<file path="src/rtl/alu_pkg.sv">
// Shared ALU control codes, ALUOp/funct encodings and multiply/divide sequencer states.
// The EX-stage ALU imports the same codes so decode and execute cannot drift apart.
package alu_pkg;

    localparam logic [3:0] ALU_AND   = 4'd0;
    localparam logic [3:0] ALU_OR    = 4'd1;
    localparam logic [3:0] ALU_ADD   = 4'd2;
    localparam logic [3:0] ALU_XOR   = 4'd3;
    localparam logic [3:0] ALU_SUB   = 4'd6;
    localparam logic [3:0] ALU_SLT   = 4'd7;
    localparam logic [3:0] ALU_SHIFT = 4'd8;
    localparam logic [3:0] ALU_MFHI  = 4'd9;
    localparam logic [3:0] ALU_MFLO  = 4'd10;
    localparam logic [3:0] ALU_LUI   = 4'd11;
    localparam logic [3:0] ALU_NOR   = 4'd12;
    localparam logic [3:0] ALU_MULT  = 4'd13;
    localparam logic [3:0] ALU_DIV   = 4'd14;

    localparam logic [2:0] AOP_MEM   = 3'b000;
    localparam logic [2:0] AOP_BEQ   = 3'b001;
    localparam logic [2:0] AOP_RTYPE = 3'b010;
    localparam logic [2:0] AOP_ANDI  = 3'b011;
    localparam logic [2:0] AOP_ORI   = 3'b100;
    localparam logic [2:0] AOP_SLTI  = 3'b101;
    localparam logic [2:0] AOP_LUI   = 3'b110;

    localparam logic [5:0] F_ADD   = 6'b100000;
    localparam logic [5:0] F_SUB   = 6'b100010;
    localparam logic [5:0] F_AND   = 6'b100100;
    localparam logic [5:0] F_OR    = 6'b100101;
    localparam logic [5:0] F_XOR   = 6'b100110;
    localparam logic [5:0] F_NOR   = 6'b100111;
    localparam logic [5:0] F_SLT   = 6'b101010;
    localparam logic [5:0] F_SHIFT = 6'b101111;
    localparam logic [5:0] F_MFHI  = 6'b010000;
    localparam logic [5:0] F_MFLO  = 6'b010010;
    localparam logic [5:0] F_MULT  = 6'b011000;
    localparam logic [5:0] F_DIV   = 6'b011010;

    typedef enum logic [1:0] {MD_IDLE, MD_RUN, MD_DONE} md_state_t;

endpackage

</file>
<file path="src/rtl/md_seq.sv">
// Iterative signed multiply/divide sequencer: one radix-2 step per cycle on magnitudes,
// sign correction and HI/LO write in the DONE state.
module md_seq
    import alu_pkg::*;
#(
    parameter int WIDTH = 32
) (
    input  logic             clk,
    input  logic             reset,
    input  logic             start,
    input  logic             op_div,
    input  logic [WIDTH-1:0] src_a,
    input  logic [WIDTH-1:0] src_b,
    output logic             md_busy,
    output logic             md_done,
    output logic [WIDTH-1:0] hi,
    output logic [WIDTH-1:0] lo
);
    localparam int CNT_W = $clog2(WIDTH);

    md_state_t        state;
    logic [CNT_W-1:0] cnt;
    // acc_hi/acc_lo: partial product and multiplier for mult, remainder and quotient for div
    logic [WIDTH-1:0] acc_hi, acc_lo, opnd_b;
    logic             div_q, neg_res, neg_rem, b_zero;
    logic [WIDTH:0]   sum, shifted, diff;
    logic [2*WIDTH-1:0] prod_fix;
    logic [WIDTH-1:0] hi_res, lo_res;

    function automatic logic [WIDTH-1:0] abs_val(input logic signed [WIDTH-1:0] v);
        return v[WIDTH-1] ? -v : v;
    endfunction

    function automatic logic [WIDTH-1:0] neg_if(input logic n, input logic [WIDTH-1:0] v);
        return n ? -v : v;
    endfunction

    assign sum     = {1'b0, acc_hi} + (acc_lo[0] ? {1'b0, opnd_b} : '0);
    assign shifted = {acc_hi, acc_lo[WIDTH-1]};
    assign diff    = shifted - {1'b0, opnd_b};

    always_comb begin
        prod_fix = neg_res ? -{acc_hi, acc_lo} : {acc_hi, acc_lo};
        hi_res   = div_q ? neg_if(neg_rem, acc_hi) : prod_fix[2*WIDTH-1:WIDTH];
        lo_res   = div_q ? (b_zero ? '1 : neg_if(neg_res, acc_lo)) : prod_fix[WIDTH-1:0];
    end

    always_ff @(posedge clk or posedge reset) begin
        if (reset) begin
            state   <= MD_IDLE;
            cnt     <= '0;
            md_busy <= 1'b0;
            md_done <= 1'b0;
            hi      <= '0;
            lo      <= '0;
        end else begin
            md_done <= 1'b0;
            case (state)
                MD_IDLE: begin
                    if (start) begin
                        state   <= MD_RUN;
                        md_busy <= 1'b1;
                        cnt     <= '0;
                    end
                end
                MD_RUN: begin
                    cnt <= cnt + CNT_W'(1);
                    if (cnt == CNT_W'(WIDTH-1)) begin
                        state   <= MD_DONE;
                        md_busy <= 1'b0;
                    end
                end
                MD_DONE: begin
                    md_done <= 1'b1;
                    hi      <= hi_res;
                    lo      <= lo_res;
                    if (start) begin
                        state   <= MD_RUN;
                        md_busy <= 1'b1;
                        cnt     <= '0;
                    end else begin
                        state <= MD_IDLE;
                    end
                end
                default: state <= MD_IDLE;
            endcase
        end
    end

    // Datapath: operand capture on accept, then one shift-add or restoring-subtract step per RUN cycle
    always_ff @(posedge clk) begin
        if (start && state != MD_RUN) begin
            acc_hi  <= '0;
            acc_lo  <= op_div ? abs_val(src_a) : abs_val(src_b);
            opnd_b  <= op_div ? abs_val(src_b) : abs_val(src_a);
            div_q   <= op_div;
            neg_res <= src_a[WIDTH-1] ^ src_b[WIDTH-1];
            neg_rem <= src_a[WIDTH-1];
            b_zero  <= (src_b == '0);
        end else if (state == MD_RUN) begin
            if (div_q) begin
                if (!diff[WIDTH]) begin
                    acc_hi <= diff[WIDTH-1:0];
                    acc_lo <= {acc_lo[WIDTH-2:0], 1'b1};
                end else begin
                    acc_hi <= shifted[WIDTH-1:0];
                    acc_lo <= {acc_lo[WIDTH-2:0], 1'b0};
                end
            end else begin
                acc_hi <= sum[WIDTH:1];
                acc_lo <= {sum[0], acc_lo[WIDTH-1:1]};
            end
        end
    end

endmodule

</file>
<file path="src/rtl/alu_ctrl_mdu.sv">
// ALU control decode with registered EX-stage code, plus the multiply/divide sequencer
// and the stall it raises for HI/LO hazards.
module alu_ctrl_mdu
    import alu_pkg::*;
#(
    parameter int WIDTH   = 32,
    parameter int ALUOP_W = 3,
    parameter int CTRL_W  = 4
) (
    input  logic               clk,
    input  logic               reset,
    input  logic               id_valid,
    input  logic [ALUOP_W-1:0] alu_op,
    input  logic [5:0]         funct,
    input  logic [WIDTH-1:0]   src_a,
    input  logic [WIDTH-1:0]   src_b,
    input  logic               ex_flush,
    output logic [CTRL_W-1:0]  alu_ctrl,
    output logic               ex_valid,
    output logic               stall,
    output logic               md_busy,
    output logic               md_done,
    output logic [WIDTH-1:0]   hi,
    output logic [WIDTH-1:0]   lo
);
    logic [3:0] code_p0;
    logic       md_start_p0, hilo_rd_p0, op_div_p0, accept_p0;

    always_comb begin
        code_p0     = ALU_AND;
        md_start_p0 = 1'b0;
        hilo_rd_p0  = 1'b0;
        op_div_p0   = 1'b0;
        case (alu_op)
            ALUOP_W'(AOP_MEM):  code_p0 = ALU_ADD;
            ALUOP_W'(AOP_BEQ):  code_p0 = ALU_SUB;
            ALUOP_W'(AOP_ANDI): code_p0 = ALU_AND;
            ALUOP_W'(AOP_ORI):  code_p0 = ALU_OR;
            ALUOP_W'(AOP_SLTI): code_p0 = ALU_SLT;
            ALUOP_W'(AOP_LUI):  code_p0 = ALU_LUI;
            ALUOP_W'(AOP_RTYPE): begin
                case (funct)
                    F_ADD:   code_p0 = ALU_ADD;
                    F_SUB:   code_p0 = ALU_SUB;
                    F_AND:   code_p0 = ALU_AND;
                    F_OR:    code_p0 = ALU_OR;
                    F_XOR:   code_p0 = ALU_XOR;
                    F_NOR:   code_p0 = ALU_NOR;
                    F_SLT:   code_p0 = ALU_SLT;
                    F_SHIFT: code_p0 = ALU_SHIFT;
                    F_MFHI: begin
                        code_p0    = ALU_MFHI;
                        hilo_rd_p0 = 1'b1;
                    end
                    F_MFLO: begin
                        code_p0    = ALU_MFLO;
                        hilo_rd_p0 = 1'b1;
                    end
                    F_MULT: begin
                        code_p0     = ALU_MULT;
                        md_start_p0 = 1'b1;
                    end
                    F_DIV: begin
                        code_p0     = ALU_DIV;
                        md_start_p0 = 1'b1;
                        op_div_p0   = 1'b1;
                    end
                    default: code_p0 = ALU_AND;
                endcase
            end
            default: code_p0 = ALU_AND;
        endcase
    end

    // A new start or HI/LO read waits in ID while the sequencer is still iterating
    assign stall     = id_valid & md_busy & (md_start_p0 | hilo_rd_p0);
    assign accept_p0 = id_valid & md_start_p0 & ~stall & ~ex_flush;

    // ID -> EX stage boundary
    always_ff @(posedge clk or posedge reset) begin
        if (reset) begin
            alu_ctrl <= '0;
            ex_valid <= 1'b0;
        end else if (!stall) begin
            alu_ctrl <= ex_flush ? '0 : CTRL_W'(code_p0);
            ex_valid <= id_valid & ~ex_flush;
        end
    end

    md_seq #(.WIDTH(WIDTH)) u_md_seq (
        .clk     (clk),
        .reset   (reset),
        .start   (accept_p0),
        .op_div  (op_div_p0),
        .src_a   (src_a),
        .src_b   (src_b),
        .md_busy (md_busy),
        .md_done (md_done),
        .hi      (hi),
        .lo      (lo)
    );

endmodule

</file>
<file path="config.mk">
export PLATFORM = sky130hd
export DESIGN_NAME = alu_ctrl_mdu
export DESIGN_NICKNAME = d
export VERILOG_FILES = /design/src/rtl/alu_pkg.sv /design/src/rtl/md_seq.sv /design/src/rtl/alu_ctrl_mdu.sv
export SDC_FILE = /design/constraint.sdc
export NUM_CORES = 1
export LEC_CHECK = 0
export ABC_CLOCK_PERIOD_IN_PS = 4500
export BUFFER_PORTS_ARGS = -buffer_cell sky130_fd_sc_hd__buf_2
export CAP_MARGIN = 20
export CORE_AREA = 2 2 248 152
export CTS_CLUSTER_DIAMETER = 30
export DETAILED_ROUTE_END_ITERATION = 8
export DIE_AREA = 0 0 250 154
export PLACE_DENSITY = 0.62
export SYNTH_ARGS = -nofsm -noshare
export SYNTH_HDL_FRONTEND = slang
export SYNTH_HIERARCHICAL = 1
export SYNTH_SLANG_ARGS = --single-unit
</file>
<file path="constraint.sdc">
create_clock -name clk -period 4.5 [get_ports clk]
set_input_delay 0.9 -clock clk [delete_from_list [all_inputs] [get_ports clk]]
set_output_delay 0.9 -clock clk [all_outputs]
set_load 0.01 [all_outputs]
</file>
==> results.md, run 1 <==
* Peak supply drop at between 200 and 300 µV
* Setup_tns at 0 ns
* Buf/Inv on CP at 1
* Post-Route WL at between 40 and 50 mm
* Final Setup Violations at 0
* Die Span Y at approximately 150 µm
* Initial Utilization at 39.69%
* Netlist Area Pre-Place at 14320 µm²
* Worst path cell trace: ha_1 -> a21o_1 -> or3_1 -> o21ba_2 -> a211oi_1 -> o31ai_1 -> nor4b_1 -> o41ai_1 -> buf_4 -> o221a_2
* Post-synth EDFFs at 68
* Number of global-route vias before repair at 12060
* Rel. slew slack at 24.21%
* Register area at 4634 µm²
* Initial antenna violation count at 1
* Post-synth ARST share at 43.82%
* Root buf cell: clkbuf_16
* Worst-Skew Late Latency at 0.45 ns
* Overflow after GRT at 0
* Synth unique cells at 80
* Minimum clock period at between 4 and 5 ns
* Final Skew at 0.01404 ns
* Run status: finished clean
* TritonCTS clock tree: yes
* Die footprint at 38500 µm²
* Vias per cell at 5.893
* Data arrival time of the worst path at 4.40 ns
* Setup slack at placement at roughly 0.56 ns
* Number of synthesized register bits at roughly 180
* Post-DP HPWL at 39.71 mm
* Residual DRC at 0
* Worst-margin pin slew at about 1.1 ns
* CTS max path bufs at 2
* H-tree Lvls at 4
* Fmax at 246.7 MHz
* Pin count of the biggest net entering global routing at 67
* Sequential area share after synthesis at 32.36%
* CP Class: reg -> reg
* Main synth FF type: dfrtp_1
* # rows at 54
* Die X at 250 µm
* Critical path's slowest cell: nor4b_1
* Non-filler cells, final at approximately 2300
* Hold_buf cts at 0
* Drt pass-1 iters at 6
* CP startpoint kind: flip-flop
* Syn nets at 1844
* Pleak at between 6 and 7 nW
* Power Dens Cells at 481.5 nW/µm²
* Biggest cell delay along the critical path at roughly 0.94 ns
* Syn Inst Count at 1695
* TritonCTS Buffers at 17
* Clock Sinks at between 150 and 200
* Tcrit/Tclk final at 90.06%
* Setup crit end kind: flip-flop
* Average instance area after synthesis at 8.448 µm²
* Share of post-route cells with drive strength above 1 at 14.43%
* First DRT Iteration DRCs at 1650
* Layout Nets at 1973
* Post-CTS setup buffer count at 0
* Required time of the worst setup path at around 4.9 ns
* Post-cts resize count at 0
* Synth warnings at 6
* I/O Pins at about 150
* # fillers at roughly 3600
* Core ar. at 36080 µm²
* Critical path's top delay family: compound AO/OA/AOI/OAI gates
* Wire length per cell at 21.47 µm
* Footprint of the multi-input gates at 9136 µm²
* Fin. max-slew vios at 0
* Dpl cells at approximately 2300
* DRT antenna net count at 0
* Gr usage total at around a quarter
* Final Core Density at 45.10%
* Port Buffer Count at 148
* Clock slew at reported path FFs at 0.08 ns
* Via count at 13640
* RePlAce Congestion at 1.063
* Fin worst setup slack at 0.4471 ns
* Overall power at around 7.8 mW
* First-pass GRT wire length at between 70 and 80 mm
* Worst-path maximum fanout at 7
* Max-Cap Viols at 0
* RSZ-0062 raised after global routing: false
* Hold Path Class: in -> async
* Area delta synth->final at 13.62%
* Final Hold Viols at 0
==> report_power, final <==
group,internal (mW),total [mW],switching [mW]
clock,0.769,1.46,0.690
sequential,1.85,2.17,0.321
combinational,1.52,4.21,2.68
total,4.14,7.83,3.69
==> cells in the mapped netlist (10+ instances only) <==
cell type,number,area share [%]
a211oi_1,14,0.73
a21o_1,15,0.79
a21oi_1,155,5.4
a22oi_1,16,0.84
a31oi_1,16,0.70
buf_1,10,0.26
clkbuf_1,65,1.7
dfrtp_1,78,14
dfxtp_1,32,4.5
edfxtp_1,68,14
ha_1,70,6.1
inv_1,65,1.7
mux2i_1,97,6.8
nand2_1,147,3.9
nand2b_1,17,0.74
nand3_1,25,0.87
nor2_1,180,4.7
nor2b_1,16,0.70
nor3_1,26,0.91
nor4_1,13,0.57
o21ai_0,127,4.4
o21ai_1,22,0.77
o31ai_1,35,1.8
o41ai_1,18,1.1
or3_1,21,0.92
or4_1,13,0.68
xnor2_1,52,3.2
xor2_1,124,7.6
==> per-stage QoR <==
step	area (µm²)	hold WS (ns)
after floorplan	14320	0.5060
after global placement	15710	0.4568
after detailed placement	15710	0.4671
after CTS	16270	0.3420
after global routing	16270	0.3454
final	16270	0.3532
==> state kept, by name, indices dropped and copies added, names as in the netlist <==
name and count:
u_md_seq/md_done 1, u_md_seq/acc_hi 32, ex_valid 1, u_md_seq/acc_lo 32
u_md_seq/opnd_b 32, u_md_seq/div_q 1, alu_ctrl 4, u_md_seq/lo 32
u_md_seq/neg_res 1, u_md_seq/state 2, u_md_seq/md_busy 1, u_md_seq/cnt 5
u_md_seq/b_zero 1, u_md_seq/neg_rem 1, u_md_seq/hi 32
==> cells in the final DEF, fill, tap and decap left out, types with 14 or more instances in the layout <==
| cell type | n |
|---|---|
| a211oi_1 | 14 |
| a21o_1 | 15 |
| a21oi_1 | 154 |
| a22oi_1 | 16 |
| a31oi_1 | 16 |
| buf_2 | 148 |
| buf_4 | 42 |
| clkbuf_16 | 18 |
| dfrtp_1 | 78 |
| dfxtp_1 | 32 |
| edfxtp_1 | 68 |
| ha_1 | 70 |
| inv_1 | 63 |
| mux2i_1 | 97 |
| nand2_1 | 146 |
| nand2b_1 | 17 |
| nand3_1 | 25 |
| nor2_1 | 178 |
| nor2b_1 | 16 |
| nor3_1 | 26 |
| o21ai_0 | 127 |
| o21ai_1 | 22 |
| o31ai_1 | 35 |
| o41ai_1 | 18 |
| or3_1 | 21 |
| xnor2_1 | 52 |
| xor2_1 | 123 |
==> worst reg2reg max path, cell delays in order, from the launching register on <==
cell	delay, ns
dfxtp_1	0.55
ha_1	0.35
a21o_1	0.21
or3_1	0.35
o21ba_2	0.27
a211oi_1	0.39
o31ai_1	0.19
nor4b_1	0.94
o41ai_1	0.26
buf_4	0.20
o221a_2	0.25
==> layer usage <==
metal	part of all wire [%]	vias to the layer above	GRT usage [%]
met1	48	6445	39.48
met5	0	-	0
li1	-	6446	-
met3	15	46	11.83
met2	36	700	30.79
met4	1.4	0	4.876
==> worst paths after layout <==
| path | cells past startpoint | startpoint | slack (ns) | end |
|---|---|---|---|---|
| hold / removal | 2 | reset | 0.35 | alu_ctrl[1]$_DFFE_PP0N_ |
| min in group clk | 2 | u_md_seq/hi[31]$_DFFE_PP0P_ | 0.48 | u_md_seq/hi[31]$_DFFE_PP0P_ |
| max in group asynchronous | 3 | reset | 2.91 | u_md_seq/lo[17]$_DFFE_PP0P_ |
| setup / recovery | 10 | u_md_seq/acc_hi[3]$_SDFFE_PP0P_ | 0.45 | u_md_seq/acc_hi[31]$_SDFFE_PP0P_ |
| hold reg to reg | 2 | u_md_seq/hi[31]$_DFFE_PP0P_ | 0.48 | u_md_seq/hi[31]$_DFFE_PP0P_ |
| setup reg to reg | 10 | u_md_seq/acc_hi[3]$_SDFFE_PP0P_ | 0.45 | u_md_seq/acc_hi[31]$_SDFFE_PP0P_ |
==> area by class of cell <==
type                    instances  area share [%]
clock buffers                  21           2.899
multi-input cells            1370           56.15
diodes                          1         0.01538
clock inverters                11          0.5537
inverters                      65           1.500
flip-flops and latches        178           28.48
well taps                     476           3.660
repair buffers                192           6.736
==> cells by family after synthesis <==
group / Yosys count / synth area share (%)
DFF: 178 / 32.36
buffers and inverters: 147 / 4.002
xor gates and xnor gates: 177 / 10.88
and+or+nand+nor: 523 / 17.82
AOI/OAI and AO/OA: 499 / 21.60
muxes: 99 / 6.938
adders and majority gates: 72 / 6.396
(Power assumes the default switching activity.)
==> run 2, diff against run 1 <==
CORE_AREA = 2 2 246 151   (was 2 2 248 152)
DIE_AREA = 0 0 248 153   (was 0 0 250 154)
SYNTH_HIERARCHICAL = default   (was 1)
==> run 2 against run 1 <==
  * Critical path depth is 4 higher
  * Count of clock-buffer cells in the layout is 3 lower
  * Critical endpoint is now u_md_seq.acc_hi[23]$_SDFFE_PP0P_
  * Via count is 3.6% lower
  * Critical path type unchanged
==> results.md, run 2 <==
* I/O Pins at approximately 150
* Rel. slew slack at 30.40%
* Data arrival time of the worst path at ~4.4 ns
* Pleak at approximately 6.6 nW
* Final Setup Violations at 0
* Placed Area at around 15000 µm²
* Setup crit end kind: flip-flop
* Post-DP HPWL at 34.96 mm
* Final Skew at between 0.015 and 0.02 ns
* Power Dens Cells at approximately 450 nW/µm²
* Clock Sinks at 178
* Final Cell Area at 15990 µm²
* DRT antenna net count at 0
* Syn nets at 1819
* Post-Route WL at 44.54 mm
* Top routing layer used: met4
* Worst-path maximum fanout at 13
* Sequential area share after synthesis at ~33%
* Tcrit/Tclk final at 89.96%
* Net switching power at 3.020 mW
* Die footprint at 37940 µm²
* Hold_buf cts at 0
* Setup slack at placement at 0.5093 ns
* Max-Cap Viols at 0
* Clock slew at reported path FFs at approximately 0.08 ns
* Die X at 248 µm
* Gr usage total at 23.66%
* Int Pwr at 4.122 mW
* Required time of the worst setup path at a little under 5 ns
* # rows at 54
* Post-synth EDFFs at 68
* Sw frac at between 40% and 50%
* Average instance area after synthesis at 8.420 µm²
* Run status: finished clean
* Residual DRC at 0
* Drt pass-1 iters at 6
* Main synth FF type: dfrtp_1
* Synth unique cells at 80
* CTS max path bufs at 2
* First DRT Iteration DRCs at roughly 1300
* Vias per cell at 5.763
* Pin count of the biggest net entering global routing at 66
* Area delta synth->final at 13.70%
* Yosys top cell by area: edfxtp_1
* Top-area cell type share of the netlist area at roughly 15%
* Root buf cell: clkbuf_16
* Clock power share at 21.5%
* CP startpoint kind: flip-flop
* Worst-Skew Late Latency at roughly 0.47 ns
* Peak supply drop at 261.5 µV
* Number of synthesized register bits at ~180
* Largest cells by area after synthesis: edfxtp_1, dfrtp_1, ha_1, xor2_1, mux2i_1
* TritonCTS clock tree: yes
* Wire length per cell at 19.52 µm
* CP Class: reg -> reg
* Initial antenna violation count at 5
* Setup_tns at 0 ns
* Fin. max-slew vios at 0
* Layout Nets at 1939
* Overall power at about 7 mW
* Core ar. at 35740 µm²
* First-pass GRT wire length at 69.69 mm
* Most numerous cell in the Yosys netlist: nand2_1
* Post-cts resize count at 0
* Via count at between 10000 and 15000
* Syn Inst Count at 1670
* TritonCTS Buffers at 17
* DR WL met2 at 18.08 mm
* Number of global-route vias before repair at 12250
* # fillers at 3582
* Post-CTS setup buffer count at 0
* Share of post-route cells with drive strength above 1 at 14.25%
* H-tree Lvls at 4
* M1 wire length at 22.72 mm
* Overflow after GRT at 0
* Final Hold Viols at 0
* Hold Path Class: reg -> reg
* Combinational fraction of design power at between 40% and 50%
* Fmax at 247.0 MHz
* Power share of the sequential group at 31.6%
* Synth warnings at 0
* RSZ-0062 raised after global routing: false
* Port Buffer Count at 148
* Initial Utilization at between 30% and 40%
* Worst-margin pin slew at roughly 1.0 ns
* Most common cell after layout, fill and taps aside: nand2_1
* Fin worst setup slack at 0.4516 ns
* Most frequent cells in the layout: nand2_1, nor2_1, buf_2
* Netlist Area Pre-Place at 14060 µm²
* Commonest cells in the synthesized netlist: nand2_1, nor2_1, a21oi_1
* Met3 WL at 3.238 mm
* RePlAce Congestion at 0.9426
* Post-synth ARST share at a little over two fifths
* Die Span Y at 153 µm
* Minimum clock period at 4.048 ns
==> run 2: area by class of cell <==
class | instances | area (µm²) | share of cell area [%]
Sequential cell | 178 | 4634 | 28.99
Multi-Input combinational cell | 1352 | 8904 | 55.69
Antenna cell | 3 | 7.507 | 0.04696
Clock buffer | 18 | 439.2 | 2.747
Tap cell | 476 | 595.6 | 3.725
Timing Repair Buffer | 180 | 1039 | 6.496
Inverter | 61 | 230.2 | 1.440
Clock inverter | 14 | 138.9 | 0.8687
==> run 2: cells by family after synthesis <==
| logic type | share of synthesized area, % |
|---|---|
| compound gates | 22.42 |
| simple gates | 17.80 |
| fa+ha+maj | 6.514 |
| buf+inv | 3.862 |
| xor+xnor | 11.03 |
| flops | 32.96 |
| mux | 5.428 |
==> run 2: stage by stage <==
step	hold WS (ns)	utilization [%]	instances
floorplan	0.4888	-	1670
global placement	0.4577	43.02	2246
detailed placement	0.4630	43.02	2246
CTS	0.4837	44.63	2278
global route	0.5141	44.73	2282
finish	0.4764	44.73	2282
==> run 2: worst paths after layout <==
kind                       cells after the start                    startpoint                          endpoint  slack (ns)
max in group asynchronous                      3                         reset       u_md_seq.hi[26]$_DFFE_PP0P_        2.91
min                                            2   u_md_seq.hi[29]$_DFFE_PP0P_       u_md_seq.hi[29]$_DFFE_PP0P_        0.48
max                                           14  u_md_seq.acc_lo[0]$_DFFE_PP_  u_md_seq.acc_hi[23]$_SDFFE_PP0P_        0.45
min reg2reg                                    2   u_md_seq.hi[29]$_DFFE_PP0P_       u_md_seq.hi[29]$_DFFE_PP0P_        0.48
min in group asynchronous                      2                         reset       u_md_seq.lo[19]$_DFFE_PP0P_        0.58
max reg2reg                                   14  u_md_seq.acc_lo[0]$_DFFE_PP_  u_md_seq.acc_hi[23]$_SDFFE_PP0P_        0.45
==> run 2: power groups by stage <==
stage               sequential, mW  clock (mW)  combinational, mW
CTS                           2.25        1.55               3.29
detailed placement            2.29           0               3.27
global placement              2.28           0               3.22
finish                        2.26        1.54               3.35
floorplan                     2.12           0               2.56
global route                  2.29        1.63               3.69
==> run 2: worst max-delay path, cell delays in order, from the launching register on <==
cell and delay (ns):
edfxtp_1 0.46, inv_1 0.44, buf_4 0.27, nor2_1 0.06, ha_1 0.33, a21oi_1 0.28
o211a_1 0.22, o211ai_1 0.14, a2111oi_0 0.54, buf_4 0.24, nor2_1 0.06, a31oi_1 0.32
xnor2_1 0.11, a222oi_1 0.30, o21ai_0 0.13
==> run 2: layer usage <==
layer,up-vias,global-route usage (%)
li1,6340,-
met1,6367,37.25
met2,412,32.47
met3,32,4.987
met4,0,5.104
met5,-,0
==> run 3, diff against run 2 <==
CORE_AREA = 2 2 200 123   (was 2 2 246 151)
DIE_AREA = 0 0 202 125   (was 0 0 248 153)
PLACE_DENSITY = 0.93   (was 0.62)
==> run 3 against run 2 <==
  * Via count rose by 4.8%
  * First-iteration DRC count grew 36%
  * Combinational power down 1%
  * Sequential share of layout area grew 0.54 points
  * Final area shrank 1.8%
  * Flip-flop and latch count did not move
  * Wire length decreased by 6.2%
  * Setup slack gained 0.086 ns
  * Power decreased by 1.5%
  * Utilization increased by 22 points
  * Hold slack improved by 0.0015 ns
  * Highest routed layer unchanged
==> results.md, run 3 (synthesis gave the netlist of run 2 again) <==
* Overflow after GRT at 0
* Via count at ~14000
* Run status: finished clean
* Fin worst setup slack at 0.5371 ns
* Fmax at roughly 250 MHz
* Hold depth at 2
* CTS max path bufs at 2
* RePlAce Congestion at 0.9499
* DRT antenna net count at 0
* Setup crit end kind: flip-flop
* Fin. max-slew vios at 0
* Post-DP HPWL at 31.94 mm
* Most common cell after layout, fill and taps aside: nand2_1
* Max-Cap Viols at 0
* Wire length per cell at 19.71 µm
* # fillers at approximately 1800
* Pin count of the biggest net entering global routing at 66
* Reg2Reg Setup Slack at 0.54 ns
* H-tree Lvls at 4
* Worst-path maximum fanout at 18
* Setup_tns at 0 ns
* Worst Setup SP: u_md_seq.acc_lo[0]$_DFFE_PP_
* Port Buffer Count at 148
* Clock Sinks at 178
* Worst-Skew Late Latency at between 0.4 and 0.5 ns
* Die X at 202 µm
* Rel. slew slack at 24.04%
* Post-CTS setup buffer count at 0
* Dpl cells at ~2100
* Root buf cell: clkbuf_16
* # rows at 44
* R2r worst-path depth at 12
* Post-Route WL at 41.76 mm
* Die Span Y at 125 µm
* Layout Nets at slightly below 2000
* I/O Pins at between 100 and 150
* Critical hold path startpoint: u_md_seq.hi[24]$_DFFE_PP0P_
* Initial antenna violation count at 0
* First-pass GRT wire length at 66.12 mm
* Ant diodes at 0
* Required time of the worst setup path at between 4 and 5 ns
* CP startpoint kind: flip-flop
* Clock slew at reported path FFs at 0.07 ns
* Area delta synth->final at 11.64%
* GR Util met2 at 47.52%
* Hold slack at about 0.48 ns
* Final Setup Violations at 0
* First DRT Iteration DRCs at ~1800
* Initial Utilization at 59.54%
* Tcrit/Tclk final at 88.06%
* TritonCTS Buffers at 17
* Drt pass-1 iters at 8
* Data arrival time of the worst path at 4.31 ns
* TritonCTS clock tree: yes
* RSZ-0062 raised after global routing: false
* Final Skew at 0.01338 ns
* Gr usage total at 32.67%
* M1 GR Usage at 48.32%
* Most Used Layer, Global Route: met1
* Post-cts resize count at 0
* Non-filler cells, final at 2119
* Core ar. at between 20000 and 25000 µm²
* RR Startpoint: u_md_seq.acc_lo[0]$_DFFE_PP_
* Hold_buf cts at 0
* Minimum clock period at approximately 4 ns
* Hold Path Class: reg -> reg
* Number of global-route vias before repair at 12570
* Pleak at 6.584 nW
* Share of post-route cells with drive strength above 1 at 13.80%
* Power Dens Cells at 448.0 nW/µm²
* Worst-margin pin slew at 1.139 ns
* Vias per cell at 6.504
* Met3 Use GR at 6.648%
* Peak supply drop at about 350 µV
* CP Class: reg -> reg
* Most frequent cells in the layout: nand2_1, nor2_1, buf_2
* Setup slack at placement at 0.5624 ns
* Final Hold Viols at 0
* Die footprint at 25250 µm²
* Residual DRC at 0
-- run 3: cell count changes in the layout (fill, tap and decap cells not counted), sizes merged --
cell,previous run,this run
inv,69,65
clkbuf,18,19
buf,180,174
clkinvlp,0,1
diode,3,0
clkinv,5,7
-- run 3: final timing paths --
check | end
max | u_md_seq.acc_hi[30]$_SDFFE_PP0P_
min | u_md_seq.hi[24]$_DFFE_PP0P_
max reg2reg | u_md_seq.acc_hi[30]$_SDFFE_PP0P_
min reg2reg | u_md_seq.hi[24]$_DFFE_PP0P_
max in group asynchronous | u_md_seq.md_busy$_DFFE_PP0P_
min in group asynchronous | u_md_seq.lo[28]$_DFFE_PP0P_
-- run 3: worst max-delay path: stages (launching register included) --
cell	delay, ns
edfxtp_1	0.46
inv_1	0.50
nor2_1	0.12
ha_1	0.39
o211ai_1	0.14
o211ai_1	0.30
a31oi_1	0.20
o21ai_0	0.67
a311o_1	0.35
nand2_1	0.08
o21a_1	0.20
xnor2_1	0.11
a221o_1	0.31
-- run 3: final cells by class --
| class | count | area [µm²] | share of cell area [%] |
|---|---|---|---|
| Sequential cell | 178 | 4634 | 29.52 |
| Timing Repair Buffer | 174 | 968.4 | 6.169 |
| Multi-Input combinational cell | 1352 | 8904 | 56.72 |
| Clock inverter | 13 | 125.1 | 0.7971 |
| Inverter | 61 | 230.2 | 1.467 |
| Tap cell | 322 | 402.9 | 2.567 |
| Clock buffer | 19 | 432.9 | 2.758 |
-- run 3: power by group --
part	leakage (nW)	internal (mW)	switching (mW)
Combinational	4.58	1.45	1.85
Clock	0.275	0.773	0.698
Sequential	1.73	1.86	0.401
Total	6.58	4.08	2.95
-- run 3: metrics by stage --
| step | power (mW) | area, µm² | util [%] |
|---|---|---|---|
| 2_1_floorplan | 4.680 | 14060 | - |
| 3_3_place_gp | 5.358 | 15110 | 63.99 |
| 3_5_place_dp | 5.460 | 15110 | 63.99 |
| 4_1_cts | 6.938 | 15670 | 66.35 |
| 5_1_grt | 7.448 | 15700 | 66.47 |
| 6_report | 7.033 | 15700 | 66.47 |
-- run 3: layer usage --
layer  vias to the layer above  share of wire [%]
met1                      6485                 44
met2                       859                 42
met3                       111                 11
li1                       6326                  -
met5                         -                  0
met4                         0                2.7
